$ cat config.mk
export PLATFORM = sky130hd
export DESIGN_NAME = mem_port_arbiter
export DESIGN_NICKNAME = d
export VERILOG_FILES = /design/src/rtl/mem_arb_pkg.sv /design/src/rtl/mem_port_arbiter.sv
export SDC_FILE = /design/constraint.sdc
export NUM_CORES = 1
export LEC_CHECK = 0
export BUFFER_PORTS_ARGS = -buffer_cell sky130_fd_sc_hd__buf_2
export CORE_ASPECT_RATIO = 1.1
export CORE_MARGIN = 10
export CORE_UTILIZATION = 35
export CTS_BUF_LIST = sky130_fd_sc_hd__clkbuf_8
export DETAILED_ROUTE_END_ITERATION = 8
export GPL_TIMING_DRIVEN = 0
export PLACE_DENSITY = 0.67
export REMOVE_ABC_BUFFERS = 1
export SETUP_SLACK_MARGIN = 0.02
export SYNTH_ARGS = -nofsm -noshare
export SYNTH_HDL_FRONTEND = slang
export SYNTH_SLANG_ARGS = --single-unit
export TNS_END_PERCENT = 20
$ cat constraint.sdc
create_clock -name clk -period 5.6 [get_ports clk]
set_input_delay 1.4 -clock clk [delete_from_list [all_inputs] [get_ports clk]]
set_output_delay 1.4 -clock clk [all_outputs]
set_load 0.02 [all_outputs]
$ cat src/rtl/mem_arb_pkg.sv
// Shared types and default widths for the fetch/data memory port arbiter.
package mem_arb_pkg;

  localparam int unsigned ADDR_W = 32;
  localparam int unsigned DATA_W = 32;
  localparam int unsigned BE_W   = DATA_W / 8;

  typedef enum logic [2:0] {
    StIdle,
    StBusyI,
    StBusyD,
    StDoneI,
    StDoneD,
    StFlushI
  } arb_state_e;

endpackage

$ cat src/rtl/mem_port_arbiter.sv
// Arbitrates the fetch and data ports onto one req/ack backing memory port; data wins ties
// and a started transaction is never preempted.
module mem_port_arbiter #(
  parameter int unsigned ADDR_W = mem_arb_pkg::ADDR_W,
  parameter int unsigned DATA_W = mem_arb_pkg::DATA_W
) (
  input  logic                clk,
  input  logic                rst,
  input  logic                imem_req,
  input  logic [ADDR_W-1:0]   imem_addr,
  input  logic                imem_flush,
  output logic [DATA_W-1:0]   imem_rdata,
  output logic                imem_ready,
  input  logic                dmem_use,
  input  logic                dmem_we,
  input  logic [ADDR_W-1:0]   dmem_addr,
  input  logic [DATA_W-1:0]   dmem_wdata,
  input  logic [DATA_W/8-1:0] dmem_be,
  output logic [DATA_W-1:0]   dmem_rdata,
  output logic                dmem_ready,
  output logic                mem_req,
  output logic                mem_we,
  output logic [ADDR_W-1:0]   mem_addr,
  output logic [DATA_W-1:0]   mem_wdata,
  output logic [DATA_W/8-1:0] mem_be,
  input  logic [DATA_W-1:0]   mem_rdata,
  input  logic                mem_ack
);
  import mem_arb_pkg::*;

  arb_state_e            state_q;
  logic                  mem_req_q;
  logic                  mem_we_q;
  logic [ADDR_W-1:0]     mem_addr_q;
  logic [DATA_W-1:0]     mem_wdata_q;
  logic [DATA_W/8-1:0]   mem_be_q;
  logic [DATA_W-1:0]     imem_rdata_q;
  logic [DATA_W-1:0]     dmem_rdata_q;

  always_ff @(posedge clk or posedge rst) begin
    if (rst) begin
      state_q      <= StIdle;
      mem_req_q    <= 1'b0;
      mem_we_q     <= 1'b0;
      mem_addr_q   <= '0;
      mem_wdata_q  <= '0;
      mem_be_q     <= '0;
      imem_rdata_q <= '0;
      dmem_rdata_q <= '0;
    end else begin
      unique case (state_q)
        StIdle: begin
          if (dmem_use) begin
            mem_req_q   <= 1'b1;
            mem_we_q    <= dmem_we;
            mem_addr_q  <= dmem_addr;
            mem_wdata_q <= dmem_wdata;
            mem_be_q    <= dmem_be;
            state_q     <= StBusyD;
          end else if (imem_req) begin
            mem_req_q  <= 1'b1;
            mem_we_q   <= 1'b0;
            mem_addr_q <= imem_addr;
            mem_be_q   <= '1;
            state_q    <= StBusyI;
          end
        end
        StBusyI: begin
          if (mem_ack) begin
            mem_req_q <= 1'b0;
            // A redirect in the ack cycle discards the word and skips the ready pulse.
            if (imem_flush) begin
              state_q <= StIdle;
            end else begin
              imem_rdata_q <= mem_rdata;
              state_q      <= StDoneI;
            end
          end else if (imem_flush) begin
            state_q <= StFlushI;
          end
        end
        StBusyD: begin
          if (mem_ack) begin
            mem_req_q <= 1'b0;
            if (!mem_we_q) begin
              dmem_rdata_q <= mem_rdata;
            end
            state_q <= StDoneD;
          end
        end
        StFlushI: begin
          if (mem_ack) begin
            mem_req_q <= 1'b0;
            state_q   <= StIdle;
          end
        end
        StDoneI, StDoneD: begin
          state_q <= StIdle;
        end
        default: begin
          mem_req_q <= 1'b0;
          state_q   <= StIdle;
        end
      endcase
    end
  end

  assign imem_ready = ~imem_req | (state_q == StDoneI);
  assign dmem_ready = ~dmem_use | (state_q == StDoneD);
  assign imem_rdata = imem_rdata_q;
  assign dmem_rdata = dmem_rdata_q;
  assign mem_req    = mem_req_q;
  assign mem_we     = mem_we_q;
  assign mem_addr   = mem_addr_q;
  assign mem_wdata  = mem_wdata_q;
  assign mem_be     = mem_be_q;

endmodule

==> summary.md <==
| Metric | Value |
|---|---|
| Hpwl dp | `12,300 um` |
| Max-cap viol count | `0` |
| Max_slew headroom | `34.6%` |
| Setup repair after global routing missed its margin | `no` |
| Post-DR vias/cell | `about 4.7` |
| Post-Syn Area | `0.00565 mm^2` |
| Final GP Congestion | `0.723` |
| Area leader, netlist | `dfrtp_1` |
| Final nets | `768` |
| Status | `finished clean` |
| Reg clk slew, reported paths | `0.07 ns` |
| Maximum vdd ir drop | `279 uV` |
| Core area | `between 0.015 and 0.02 mm^2` |
| DRC viols | `0` |
| Antenna Cells | `0` |
| CP startpoint kind | `input pin` |
| Row count | `48` |
| R2R setup slack | `3.40 ns` |
| Starting Density | `35.8%` |
| CTS tree | `done` |
| CTS resizes | `0` |
| Layout Area Growth over Synthesis | `34.3%` |
| Hold Path Class | `flop to flop` |
| Clk_lat worst skew | `between 0.4 and 0.5 ns` |
| CTS root buf | `clkbuf_8` |
| Critical path startpoint | `dmem_use` |
| Area fraction of the dominant cell type after synthesis | `60.6%` |
| Routed Wire Length | `approximately 16,000 um` |
| First-pass GRT wire length | `24,700 um` |
| Number of distinct library cells after synthesis | `27` |
| RR Startpoint | `state_q[2]$_DFFE_PP0P_` |
| Fill count | `1,426` |
| IO Pins | `275` |
| Synth area leaders | `dfrtp_1 (61%), mux2_2 (29%), mux2_1 (2.8%)` |
| Layout cells sized above 1 | `between 70% and 80%` |
| Die area | `0.0216 mm^2` |
| Clock tree sinks | `137` |
| Worst-margin pin slew | `slightly below 1 ns` |
| Setup Skew | `roughly 0.012 ns` |
| # setup viols final | `0` |
| Chip Width | `approximately 140 um` |
| H-Tree Depth | `4` |
| Syn_area_per_cell | `16.1 um^2` |
| CP max FO | `36` |
| Die Ht | `153 um` |
| Hold WS | `0.483 ns` |
| Slew Limit Fails | `0` |
| Largest net degree at the start of global routing | `88` |
| Total Power | `between 4 and 5 mW` |
| Pwr Density | `616 mW/mm^2` |
| Arrival time worst endpoint | `between 2 and 2.5 ns` |
| Post-CTS Hold Fix Bufs | `0` |
| Period Utilization, post-route | `about two thirds` |
| GR Util All Layers | `14.3%` |
| Synth Instances | `351` |
| Avg WL per Cell | `18.5 um` |
| Max clock buf depth | `2` |
| FMAX | `0.264 GHz` |
| Hold Crit Start | `mem_addr[11]$_DFFE_PP0P_` |
| Antenna viol nets, final | `0` |
| Num CTS Buffers | `17` |
| Synth warnings | `0` |
| CP endpoint kind | `output pin` |
| Pleak | `3.67 nW` |
| DRT iter0 DRCs | `127` |
| Initial antenna violation count | `1` |
| Vias | `3,949` |
| IO Port Bufs | `274` |
| First-pass DRT Iterations | `4` |
| Post-CTS Setup Repair Bufs | `0` |
| Post-synthesis sequential element count | `approximately 140` |
| Vias in the first global route | `4,693` |
| Kind of critical path | `input pin to output pin` |
| Tmin final | `3.79 ns` |
| Final hold vios | `0` |
| Sequential share of the synthesized area | `60.6%` |
| Worst endpoint required time | `between 4 and 5 ns` |
| Setup TNS Final | `0 ns` |
| Grt ovf | `0` |
[worst max-delay path, stage by stage]
cell	delay [ns]
buf_2	0.60
o31ai_1	0.17
buf_2	0.21
[path summary, 6_finish.rpt]
| check | end | cells after the start |
|---|---|---|
| worst min register to register | mem_addr[11]$_DFFE_PP0P_ | 1 |
| worst min-delay path | mem_addr[11]$_DFFE_PP0P_ | 1 |
| worst max-delay path | dmem_ready | 3 |
| max in group asynchronous | state_q[1]$_DFFE_PP0P_ | 3 |
| worst max register to register | mem_addr[27]$_DFFE_PP0P_ | 4 |
| min in group asynchronous | mem_wdata[29]$_DFFE_PP0P_ | 2 |
[area by class of cell]
type,count,area (um^2),area share [%]
Clock buffer,19,262,3.44
Clock inverter,12,126,1.66
Inverter,3,16.3,0.214
Multi-Input combinational cell,191,2050,27.0
Sequential cell,137,3430,45.2
Tap cell,200,250,3.30
Timing Repair Buffer,279,1460,19.2
[routing by layer]
| metal | part of all wire [%] | vias up | track usage [%] |
|---|---|---|---|
| met1 | 34 | 1948 | 13.5 |
| met3 | 10 | 26 | 6.54 |
| met2 | 54 | 160 | 26.1 |
| li1 | - | 1813 | - |
| met5 | 0.077 | - | 0 |
| met4 | 2.4 | 2 | 5.61 |
[through the flow]
| stage | worst slack (ns) | area (um^2) | utilization [%] | instances |
|---|---|---|---|---|
| after floorplan | 0.532 | 5480 | - | 331 |
| after global placement | -0.752 | 7110 | 45.0 | 805 |
| after detailed placement | 1.69 | 7190 | 45.5 | 809 |
| after CTS | 1.79 | 7580 | 48.0 | 840 |
| after global routing | 1.71 | 7590 | 48.1 | 841 |
| final | 1.81 | 7590 | 48.1 | 841 |
[power by group]
part | switching (mW) | internal [mW]
combinational | 1.22 | 0.919
clock | 0.366 | 0.415
sequential | 0.271 | 1.49
[cell usage in the layout (no fill, tap or decap), types with 2 or more instances in the layout]
cell,synthesis,final
a21oi_1,2,2
buf_2,7,274
buf_8,0,2
bufinv_16,0,2
clkbuf_8,0,19
clkinv_2,0,4
clkinv_4,0,3
dfrtp_1,137,137
inv_1,3,3
inv_6,0,2
mux2_1,14,14
mux2_2,146,146
nand2_1,2,2
nand4bb_1,2,2
nor2_1,2,2
nor2_4,1,2
nor2b_1,2,2
o21ai_0,4,4
o22a_1,4,4
[registers in the layout (all words and copies together), names as in the netlist]
signal,flops
mem_req,1
imem_rdata,32
mem_be,4
state_q,3
mem_we,1
mem_wdata,32
mem_addr,32
dmem_rdata,32
[cells in the mapped netlist (all sizes together)]
cell type  count
nor2b          2
inv            3
nor4b          1
nor2           4
nand4bb        2
nand3          1
buf           20
a21o           1
o2bb2ai        1
nor4           1
o31ai          1
o21ai          4
a21oi          2
o22a           4
nand2          2
nand2b         2
a31o           1
nor3           1
or3            1
dfrtp        137
mux2         160
[cells by family after synthesis]
| family | count (synthesis) | synth area share (%) |
|---|---|---|
| multiplexers | 160 | 31.9 |
| flip-flops | 137 | 60.6 |
| buffers and inverters | 23 | 3.21 |
| AND/OR/NAND/NOR | 17 | 2.57 |
| AO/OA/AOI/OAI | 14 | 1.73 |
Note: power is estimated with default switching activity, not from simulation.
